[config.mk]
export PLATFORM = sky130hd
export DESIGN_NAME = bist_engine
export DESIGN_NICKNAME = d
export VERILOG_FILES = /design/src/rtl/bist_pkg.sv /design/src/rtl/bist_misr.sv /design/src/rtl/bist_engine.sv
export SDC_FILE = /design/constraint.sdc
export NUM_CORES = 1
export LEC_CHECK = 0
export CAP_MARGIN = 15
export CORE_MARGIN = 2
export CORE_UTILIZATION = 45
export DETAILED_ROUTE_END_ITERATION = 10
export PLACE_DENSITY = 0.71
export SLEW_MARGIN = 20
export SYNTH_ARGS = -nofsm -noshare
export SYNTH_HDL_FRONTEND = slang
export SYNTH_SLANG_ARGS = --single-unit
[constraint.sdc]
create_clock -name TCK -period 4.3 [get_ports TCK]
set_clock_uncertainty 0.05 [all_clocks]
set_input_delay 0.645 -clock TCK [delete_from_list [all_inputs] [get_ports TCK]]
set_output_delay 0.645 -clock TCK [all_outputs]
set_load 0.05 [all_outputs]
[src/rtl/bist_pkg.sv]
// Shared definitions for the BIST engine: configuration word layout, FSM encoding,
// LFSR/MISR tap polynomial, seed constant and result register width.
package bist_pkg;

    localparam int CONF_W   = 13;
    localparam int MODE_BIT = 0;
    localparam int TNUM_LSB = 1;
    localparam int TNUM_MSB = 4;
    localparam int ULEN_LSB = 5;
    localparam int ULEN_MSB = 12;
    localparam int RESULT_W = 18;

    localparam logic [15:0] TAP_MASK = 16'hB400;
    localparam logic [11:0] SEED_LO  = 12'hA5C;

    typedef enum logic [1:0] {
        ST_IDLE  = 2'd0,
        ST_RUN   = 2'd1,
        ST_DRAIN = 2'd2,
        ST_DONE  = 2'd3
    } state_t;

    // Feedback bit: parity of taps 15, 13, 12 and 10.
    function automatic logic tap_fb(input logic [15:0] v);
        return ^(v & TAP_MASK);
    endfunction

endpackage

[src/rtl/bist_misr.sv]
// 16-bit multiple-input signature register with an 8-bit parallel input.
// Clear wins over enable; one compaction per enabled edge, no backpressure.
module bist_misr
    import bist_pkg::*;
(
    input  logic        TCK,
    input  logic        TRST_N,
    input  logic        clr,
    input  logic        en,
    input  logic [7:0]  din,
    output logic [15:0] sig
);

    logic [15:0] misr_q;

    always_ff @(posedge TCK or negedge TRST_N) begin
        if (!TRST_N) begin
            misr_q <= 16'h0000;
        end else if (clr) begin
            misr_q <= 16'h0000;
        end else if (en) begin
            misr_q <= {misr_q[14:0], tap_fb(misr_q)} ^ {8'h00, din};
        end
    end

    assign sig = misr_q;

endmodule

[src/rtl/bist_engine.sv]
// BIST test executor: LFSR stimulus for L cycles, MISR compaction one cycle behind,
// 18-bit result register shifted out LSB-first through TDO.
module bist_engine
    import bist_pkg::*;
(
    input  logic              TCK,
    input  logic              TRST_N,
    input  logic [CONF_W-1:0] BIST_CONF_REG,
    input  logic              START,
    output logic [7:0]        PAT_OUT,
    output logic              PAT_VALID,
    input  logic [7:0]        RESP_IN,
    output logic              BUSY,
    output logic              DONE,
    output logic              ERR,
    output logic [15:0]       SIGNATURE,
    input  logic              RES_CAPTURE,
    input  logic              RES_SHIFT,
    input  logic              TDI,
    output logic              TDO
);

    state_t                state_q, state_d;
    logic [15:0]           lfsr_q;
    logic [8:0]            cnt_q;
    logic                  err_q;
    logic                  pv_d_q;
    logic [RESULT_W-1:0]   sr_q;
    logic                  tdo_q;

    logic                  cfg_mode;
    logic [3:0]            cfg_tnum;
    logic [7:0]            cfg_ulen;
    logic [4:0]            tnum_p1;
    logic [8:0]            test_len;
    logic                  bad_len;

    logic                  load;
    logic                  misr_clr;
    logic                  err_set;
    logic                  pat_valid;
    logic                  busy;
    logic                  done;

    assign cfg_mode = BIST_CONF_REG[MODE_BIT];
    assign cfg_tnum = BIST_CONF_REG[TNUM_MSB:TNUM_LSB];
    assign cfg_ulen = BIST_CONF_REG[ULEN_MSB:ULEN_LSB];
    assign tnum_p1  = {1'b0, cfg_tnum} + 5'd1;
    assign test_len = cfg_mode ? {1'b0, cfg_ulen} : {tnum_p1, 4'b0000};
    assign bad_len  = cfg_mode && (cfg_ulen == 8'd0);

    always_comb begin
        state_d   = state_q;
        load      = 1'b0;
        misr_clr  = 1'b0;
        err_set   = 1'b0;
        pat_valid = 1'b0;
        busy      = 1'b0;
        done      = 1'b0;
        case (state_q)
            ST_IDLE, ST_DONE: begin
                done = (state_q == ST_DONE);
                if (START) begin
                    misr_clr = 1'b1;
                    if (bad_len) begin
                        err_set = 1'b1;
                        state_d = ST_DONE;
                    end else begin
                        load    = 1'b1;
                        state_d = ST_RUN;
                    end
                end
            end
            ST_RUN: begin
                pat_valid = 1'b1;
                busy      = 1'b1;
                if (cnt_q == 9'd1) begin
                    state_d = ST_DRAIN;
                end
            end
            ST_DRAIN: begin
                busy    = 1'b1;
                state_d = ST_DONE;
            end
            default: state_d = ST_IDLE;
        endcase
    end

    always_ff @(posedge TCK or negedge TRST_N) begin
        if (!TRST_N) begin
            state_q <= ST_IDLE;
        end else begin
            state_q <= state_d;
        end
    end

    // The configuration is consumed only at an accepted START, so later edits are inert.
    always_ff @(posedge TCK or negedge TRST_N) begin
        if (!TRST_N) begin
            lfsr_q <= 16'h0000;
            cnt_q  <= 9'd0;
            err_q  <= 1'b0;
            pv_d_q <= 1'b0;
        end else begin
            pv_d_q <= pat_valid;
            if (misr_clr) begin
                err_q <= err_set;
            end
            if (load) begin
                lfsr_q <= {cfg_tnum, SEED_LO};
                cnt_q  <= test_len;
            end else if (state_q == ST_RUN) begin
                lfsr_q <= {lfsr_q[14:0], tap_fb(lfsr_q)};
                cnt_q  <= cnt_q - 9'd1;
            end
        end
    end

    // Responses arrive one cycle after their pattern, hence the delayed valid as enable.
    bist_misr u_misr (
        .TCK    (TCK),
        .TRST_N (TRST_N),
        .clr    (misr_clr),
        .en     (pv_d_q),
        .din    (RESP_IN),
        .sig    (SIGNATURE)
    );

    always_ff @(posedge TCK or negedge TRST_N) begin
        if (!TRST_N) begin
            sr_q  <= '0;
            tdo_q <= 1'b0;
        end else if (RES_CAPTURE) begin
            sr_q <= {SIGNATURE, err_q, done};
        end else if (RES_SHIFT) begin
            tdo_q <= sr_q[0];
            sr_q  <= {TDI, sr_q[RESULT_W-1:1]};
        end
    end

    assign PAT_OUT   = lfsr_q[7:0];
    assign PAT_VALID = pat_valid;
    assign BUSY      = busy;
    assign DONE      = done;
    assign ERR       = err_q;
    assign TDO       = tdo_q;

endmodule

* Word level (Yosys, flattened, before mapping)
Cells that the tools add are included.
W data, S select, Z words.
** Operators by class
- Add/subtract/negate cells :: 2
- Equal/unequal tests :: 6
- Mux-type cells :: 24
- Bitwise operators :: 2
- Reduce and logical (&&, ||, !) cells :: 12
** Operators by type and width (count)
- $mux W16 :: 4
- $mux W18 :: 2
- $reduce_xor A16 Y1 :: 2
- $mux W9 :: 3
- $xor A16 B8 Y16 :: 1
- $mux W1 :: 11
- $eq A9 B1 Y1 const B :: 1
- $sub A9 B1 Y9 const B :: 1
- $logic_not A8 Y1 :: 1
- $mux W2 :: 3
- $pmux W2 S3 :: 1
- $reduce_bool A2 Y1 :: 3
- $add A4 B1 Y5 const B :: 1
- $eq A2 B2 Y1 const B :: 2
- $ne A2 B2 Y1 const B :: 2
- $reduce_and A2 Y1 :: 2
- $reduce_or A2 Y1 :: 2
- $eq A2 B1 Y1 const B :: 1
- $logic_not A2 Y1 :: 1
- $logic_and A1 B1 Y1 :: 1
- $not A1 Y1 :: 1
** Storage, ports and cells
- Flip-flop bits (word level) :: 64
- Input bits :: 27
- Output and inout port bits :: 29

* Depth between registers and ports, before layout
Gate-level depths: netlist of run 1.
- Word-level depth :: 6
- Mapped depth :: 7
- Mapped depth without buffers :: 6

* Cells and area by module
Synthesis of run 1 repeated with hierarchy kept, for this count alone.
** Unflattened totals
- Cell total of the unflattened synthesis :: 300
- Area total of the unflattened synthesis :: 3185.6 sq um
** By module, submodules not included
- bist_engine :: instances 1, cells an instance 235, area each 2432.3 sq um, sequential area each 1201.2 sq um
- bist_misr :: instances 1, cells an instance 65, area each 753.2 sq um, sequential area each 400.4 sq um

* Worst setup path before layout of run 1
Ideal clock, no wire load.
- Kind :: register -> register
- Start :: register state_q[1]
- End :: register cnt_q[7]
- Data arrival time :: 1.747 ns
- Required time :: 4.171 ns
- Setup slack :: 2.424 ns
- Cell stages (with the launch flop) :: 8
- Path buffers :: 1
- Clock period less this slack :: 1.876 ns
- Path through :: dfrtp_1 inv_1 ha_1 buf_2 nor4b_4 nand3_1 xor2_1 mux2i_1
** On the way
- Longest elaborated chain between the ends :: 4
- Elaborated cells on any way between the ends :: 7
- Those cells by class :: eq/ne: 2; mux: 2; reduce/logical: 3
** Ends and longest elaborated chain
- from (decl) :: line bist_engine.sv:23 : state_t state_q, state_d;
- from (signal assigned) :: line bist_engine.sv:93 : state_q <= state_d;
- $eq A2 B2 Y1 / $logic_not A2 Y1 (equally long branches) :: line bist_engine.sv:60 : case (state_q)
- $reduce_or A2 Y1 :: line bist_engine.sv:60
- $mux W1 :: line bist_engine.sv:60
- $mux W9 / $reduce_bool A2 Y1 (equally long branches)
- to (signal assigned) :: line bist_engine.sv:111 : cnt_q <= test_len;
- to (signal assigned) :: line bist_engine.sv:114 : cnt_q <= cnt_q - 9'd1;
- to (decl) :: line bist_engine.sv:25 : logic [8:0] cnt_q;
Several ways; a longest one is shown, not always the timed one.
A chain may end at the register's enable or synchronous reset.

* Worst setup path in the final report of run 1
- Start :: register state_q[0]
- End :: output port BUSY
** On the way
- Longest elaborated chain between the ends :: 3
- Elaborated cells on any way between the ends :: 4
- Those cells by class :: eq/ne: 2; mux: 1; reduce/logical: 1
** Ends and longest elaborated chain
- $eq A2 B1 Y1 / $eq A2 B2 Y1 (equally long branches) :: line bist_engine.sv:60
- $reduce_or A2 Y1 (no source line) (*)
- $mux W1 (*) :: line bist_engine.sv:60
- to (decl) :: line bist_engine.sv:13 : output logic BUSY,
Every way passes the cells marked *; elsewhere a longest branch is shown, timed or not.

==> impl_metrics.yaml, run 1 <==
place:
  dpl_worst_slack_ns: 1.71
  post_dp_cell_area_mm2: 0.00373
  dp_hpwl_um: 4200
  place_congestion: 0.811
  io_buffers: 55
routing:
  dr_total_vias: 2225
  routedWlPerCell_um: 13.6
  vias_per_cell: 5.02
  dr.pass1.iters: 4
  final_antenna_net_count: 0
  drc_errors: 0
  drt-initial-drc-count: 128
  wl_um: 6040
final_layout:
  drive_gt1_share_pct: 7.49
  layout_common_cells: "dfrtp_1 (64), clkdlybuf4s50_1 (53), mux2i_1 (46)"
  final_common_cell: "dfrtp_1"
  area_delta_synth_final_pct: 22.6
  final_util_pct: 57.2
  antenna_cells: 0
  fill_cells: 607
  fin_area_mm2: 0.00391
  layout.nets: 374
die:
  rows: 30
  start_util_pct: 46.7
  die_x_um: 88.2
  io-pin-count: 56
  dieArea_mm2: 0.00777
  core_mm2: 0.00683
  die_h_um: 88.2
timing:
  rsz0062_at_grt: "false"
  setup_tns_ns: 0
  slew_headroom_pct: 39.4
  fmax_ghz: 0.370
  tightest_slew_ns: 0.909
  hold_ws_ns: 0.385
  hold_violations: 0
  period_needed_ns: 2.70
  slew_viol_final: 0
  period_share_pct: 62.8
  finalSetupViolCount: 0
  setup_ws_ns: 1.60
critical_path:
  crit_type: "reg2out"
  worstPathArrival_ns: 2.00
  crit_required_ns: 3.61
  endpoint_kind: "output port"
  reg2reg_from: "state_q[0]"
  cp_slowest_cell: "clkdlybuf4s50_1"
  crit_path_start_kind: "flop"
  timing.rr.end: "lfsr_q[2]"
  r2r_cells: 5
  worst-path-max-fanout: 4
  slowest_delay_ns: 0.81
  cp_cell_sequence: "ha_1 -> inv_1 -> clkdlybuf4s50_1"
  rrSetupSlack_ns: 2.23
global_routing:
  overflow: 0
  grt_pass1_vias: 2120
  grt_usage_pct: 16.6
  grt_pass1_wl_um: 9850
  grt_max_degree: 43
  antenna_found_initial: 0
outcome:
  status: "finished clean"
yosys:
  synth.avg_cell_area_um2: 10.7
  synth_cells: 298
  synth_nets: 330
  synth-edff-count: 0
  yosys_most_used_dff: "dfrtp_1"
  synth_seq_cells: 64
  synth_adder_area_share_pct: 1.96
  syn_area_mm2: 0.00319
  yosys.area_share.simple_pct: 12.3
  ys_warn_count: 0
  yosysSeqAreaShare_pct: 50.2
  synth_top_family_by_area: "multiplexers"
  synth-xor-area-share_pct: 6.75
  ys_async_sr_fraction_pct: 100
  synth_compound_area_share_pct: 8.48
  synth_mux_area_share_pct: 14.8
  synth.distinct_cells: 34
clock_network:
  postCtsSetupBuffers: 0
  clockRootBuffer: "clkbuf_8"
  htreeDepth: 3
  numCtsBuffers: 9
  ctsHoldBuffers: 0
  clockBufferDepth: 2
  insertion_delay_ns: 0.33
  cts.clk_slew.worst_paths_ns: 0.07
  cts_sinks: 64
  cts.repair.resized: 0
  cts_tree: "done"
pwr:
  powerDensity_mw_per_mm2: 714
  ir_drop_mv: 0.268
  power.leakage_nw: 1.69
worst_hold_path:
  hp-class: "in2async"
job:
  max_cap_viol_count: 0
-- area by class of cell --
cell class,count,area (µm²),area share [%]
well taps,96,120,3.07
flip-flops and latches,64,1600,41.0
multi-input cells,204,1420,36.3
clock inverters,2,12.5,0.320
repair buffers,58,563,14.4
clock buffers,14,173,4.42
inverters,5,18.8,0.480
-- stage by stage --
| stage | power (W) | std cells |
|---|---|---|
| finish | 0.00279 | 443 |
| global route | 0.00297 | 443 |
| CTS | 0.00282 | 443 |
| detailed placement | 0.00233 | 427 |
| global placement | 0.00230 | 427 |
| floorplan | 0.00202 | 298 |
-- Yosys cell counts, drive strengths merged, types with 2 or more instances --
library cell	count	area, µm²
a211oi	8	65.1
nor4b	2	32.5
inv	5	18.8
dfrtp	64	1600
nand3	7	35.0
xnor2	15	131
buf	20	138
nor2	30	115
xor2	7	61.3
ha	5	62.6
o21ai	31	155
nor2b	3	18.8
nor4	2	27.5
nand2	37	139
mux2i	46	460
clkbuf	5	18.8
-- flip-flops by register name (all words and copies together) (netlist names) --
name / cells
lfsr_q: 16
pv_d_q: 1
u_misr.sig: 16
TDO: 1
state_q: 2
ERR: 1
cnt_q: 9
sr_q: 18
-- cells by family (layout without fill, tap and decap cells) --
kind of cell             count (synthesis)  after routing
XOR/XNOR                                23             23
adder cells (fa/ha/maj)                  5              5
flip-flops                              64             64
buffers and inverters                   30             79
multiplexers                            47             47
AO/OA/AOI/OAI                           45             45
AND/OR/NAND/NOR                         84             84
-- critical path, delay by kind of cell (launching register included) --
family / cells / cell delay (ns)
flops: 1 / 0.40
fa+ha+maj: 1 / 0.35
buf+inv: 2 / 0.93
-- how the worst max path moves through the flow --
| stage | startpoint | to | slack, ns | cells past startpoint |
|---|---|---|---|---|
| after floorplan | state_q[1] | cnt_q[7] | 2.42 | 7 |
| after global placement | BIST_CONF_REG[0] | cnt_q[8] | 1.47 | 4 |
| after detailed placement | BIST_CONF_REG[0] | lfsr_q[12] | 1.71 | 4 |
| after CTS | state_q[0] | BUSY | 1.57 | 3 |
| after global routing | state_q[0] | BUSY | 1.52 | 3 |
| final | state_q[0] | BUSY | 1.60 | 3 |
-- power breakdown --
group	switching (W)	internal, W
Sequential	0.000229	0.000824
Clock	0.000220	0.000256
Combinational	0.000748	0.000514
-- routing by layer --
metal / part of all wire [%] / track usage (%)
met3: 4.3 / 2.83
met1: 47 / 22.2
met2: 47 / 25.7
met5: 0 / 0
met4: 1.6 / 9.09
Power figures use the tool's default switching activity.
==> inputs of run 2 (changes only) <==
- clock period: 4.3 -> 2.7 ns (I/O delays scaled with it)
==> impl_metrics.yaml, run 2 (synthesis results as in run 1) <==
final_layout:
  final_common_cell: "dfrtp_1"
  antenna_cells: 0
  fill_cells: 623
  drive_gt1_share_pct: 8.05
  layout.nets: 379
  regMostFlops: "sr_q"
  largest_register_ffs: 18
  fin_area_mm2: 0.00393
  layout_common_cells: "dfrtp_1 (64), clkdlybuf4s50_1 (53), mux2i_1 (46)"
  area_delta_synth_final_pct: 23.3
die:
  dieArea_mm2: 0.00777
  io-pin-count: 56
  rows: 30
  die_h_um: 88.2
  start_util_pct: 46.7
  die_x_um: 88.2
  core_mm2: 0.00683
critical_path:
  cp_cell_sequence: "inv_1 -> ha_1 -> inv_1 -> clkdlybuf4s50_1"
  crit_type: "reg2out"
  r2r_cells: 7
  reg2reg_from: "state_q[1]"
  cp_slowest_cell: "clkdlybuf4s50_1"
  crit_family: "buffers and inverters"
  crit_path_start_kind: "flop"
  endpoint_kind: "output port"
  worstPathArrival_ns: 2.00
  crit_top_cell: "inv_1"
  crit_start: "state_q[1]"
  crit_required_ns: 2.25
  crit_buf_inv: 3
  critical_path_depth: 4
  worst-path-max-fanout: 4
  slowest_delay_ns: 0.81
global_routing:
  antenna_found_initial: 0
  grt_pass1_vias: 2175
  grt_max_degree: 27
  grt_pass1_wl_um: 10000
  overflow: 0
  grt_usage_pct: 16.8
routing:
  met2_wirelength_um: 2930
  wl_met1_um: 2730
  vias_per_cell: 5.07
  dr_total_vias: 2250
  drt-initial-drc-count: 61
  final_antenna_net_count: 0
  dr.pass1.iters: 5
  routed.top_layer: "met4"
  routedWlPerCell_um: 13.5
  wl_um: 6000
  drc_errors: 0
  wl_met3_um: 250
pwr:
  powerDensity_mw_per_mm2: 1130
  power.leakage_nw: 1.71
  intPower_w: 0.00256
  power_frac_comb_pct: 46.1
  clkPwrFrac_pct: 16.3
  switching_power_w: 0.00187
  ir_drop_mv: 0.385
  netSwitchingFraction_pct: 42.2
  p_seq_share_pct: 37.6
timing:
  period_needed_ns: 2.46
  slew_headroom_pct: 38.1
  hold_violations: 0
  finalSetupViolCount: 0
  rsz0062_at_grt: "false"
  period_share_pct: 91.0
  tightest_slew_ns: 0.929
  setup_tns_ns: 0
  slew_viol_final: 0
  fmax_ghz: 0.407
clock_network:
  insertion_delay_ns: 0.32
  ctsHoldBuffers: 0
  clockBufferDepth: 2
  postCtsSetupBuffers: 0
  cts.repair.resized: 0
  numCtsBuffers: 9
  cts_tree: "done"
  htreeDepth: 3
  cts.clk_slew.worst_paths_ns: 0.06
  clockRootBuffer: "clkbuf_8"
  cts_sinks: 64
outcome:
  status: "finished clean"
place:
  place_congestion: 0.827
  io_buffers: 55
  post_dp_cell_area_mm2: 0.00377
  dp_hpwl_um: 4430
job:
  max_cap_viol_count: 0
worst_hold_path:
  hp-class: "in2async"
[run 2: changes by cell type in the layout (fill, tap and decap cells not counted), sizes merged]
cell	change
bufinv	+1
clkinvlp	-1
clkbuf	-4
buf	+5
[run 2: layout make-up]
class                   count  area (µm²)  area share [%]
clock buffers              10         128            3.25
clock inverters             2        35.0           0.891
inverters                   5        18.8           0.478
multi-input cells         204        1410            35.9
flip-flops and latches     64        1600            40.8
well taps                  96         120            3.06
repair buffers             63         616            15.7
[run 2: power groups by stage]
| stage | logic (W) | registers [W] | clock network [W] |
|---|---|---|---|
| 3_3_place_gp | 0.00203 | 0.00167 | 0 |
| 2_1_floorplan | 0.00135 | 0.00186 | 0 |
| 3_5_place_dp | 0.00207 | 0.00169 | 0 |
| 4_1_cts | 0.00208 | 0.00167 | 0.000741 |
| 5_1_grt | 0.00222 | 0.00172 | 0.000780 |
| 6_report | 0.00204 | 0.00167 | 0.000723 |
[run 2: per-stage QoR]
stage | util (%) | std cells | setup slack (ns) | power [W] | hold slack, ns
CTS | 57.5 | 444 | 0.215 | 0.00449 | 0.0310
global placement | 55.1 | 432 | 0.616 | 0.00370 | 0.377
global route | 57.5 | 444 | 0.165 | 0.00473 | 0.0571
detailed placement | 55.1 | 432 | 0.577 | 0.00375 | 0.384
floorplan | - | 298 | 0.824 | 0.00321 | 0.0594
finish | 57.5 | 444 | 0.242 | 0.00443 | 0.0232
[run 2: worst reg2reg max path, cell delays in order (launching register included)]
cell and delay [ns]:
dfrtp_1 0.38, inv_1 0.06, ha_1 0.33, nand2_1 0.11, a31oi_2 0.29, buf_4 0.32, nand4_1 0.12, o21ai_0 0.08
[run 2: worst paths after layout]
kind                                       to  slack [ns]
max in group asynchronous          lfsr_q[13]        1.85
worst max register to register       cnt_q[8]        0.89
worst max-delay path                     BUSY        0.24
worst min-delay path            u_misr.sig[4]        0.02
worst min register to register      lfsr_q[9]        0.45
min in group TCK                    lfsr_q[9]        0.45
[run 2: per-layer routing]
layer,vias up,GRT usage (%)
met1,1084,21.0
met2,47,28.1
met4,0,7.30
met3,8,3.77
met5,-,0
li1,1111,-
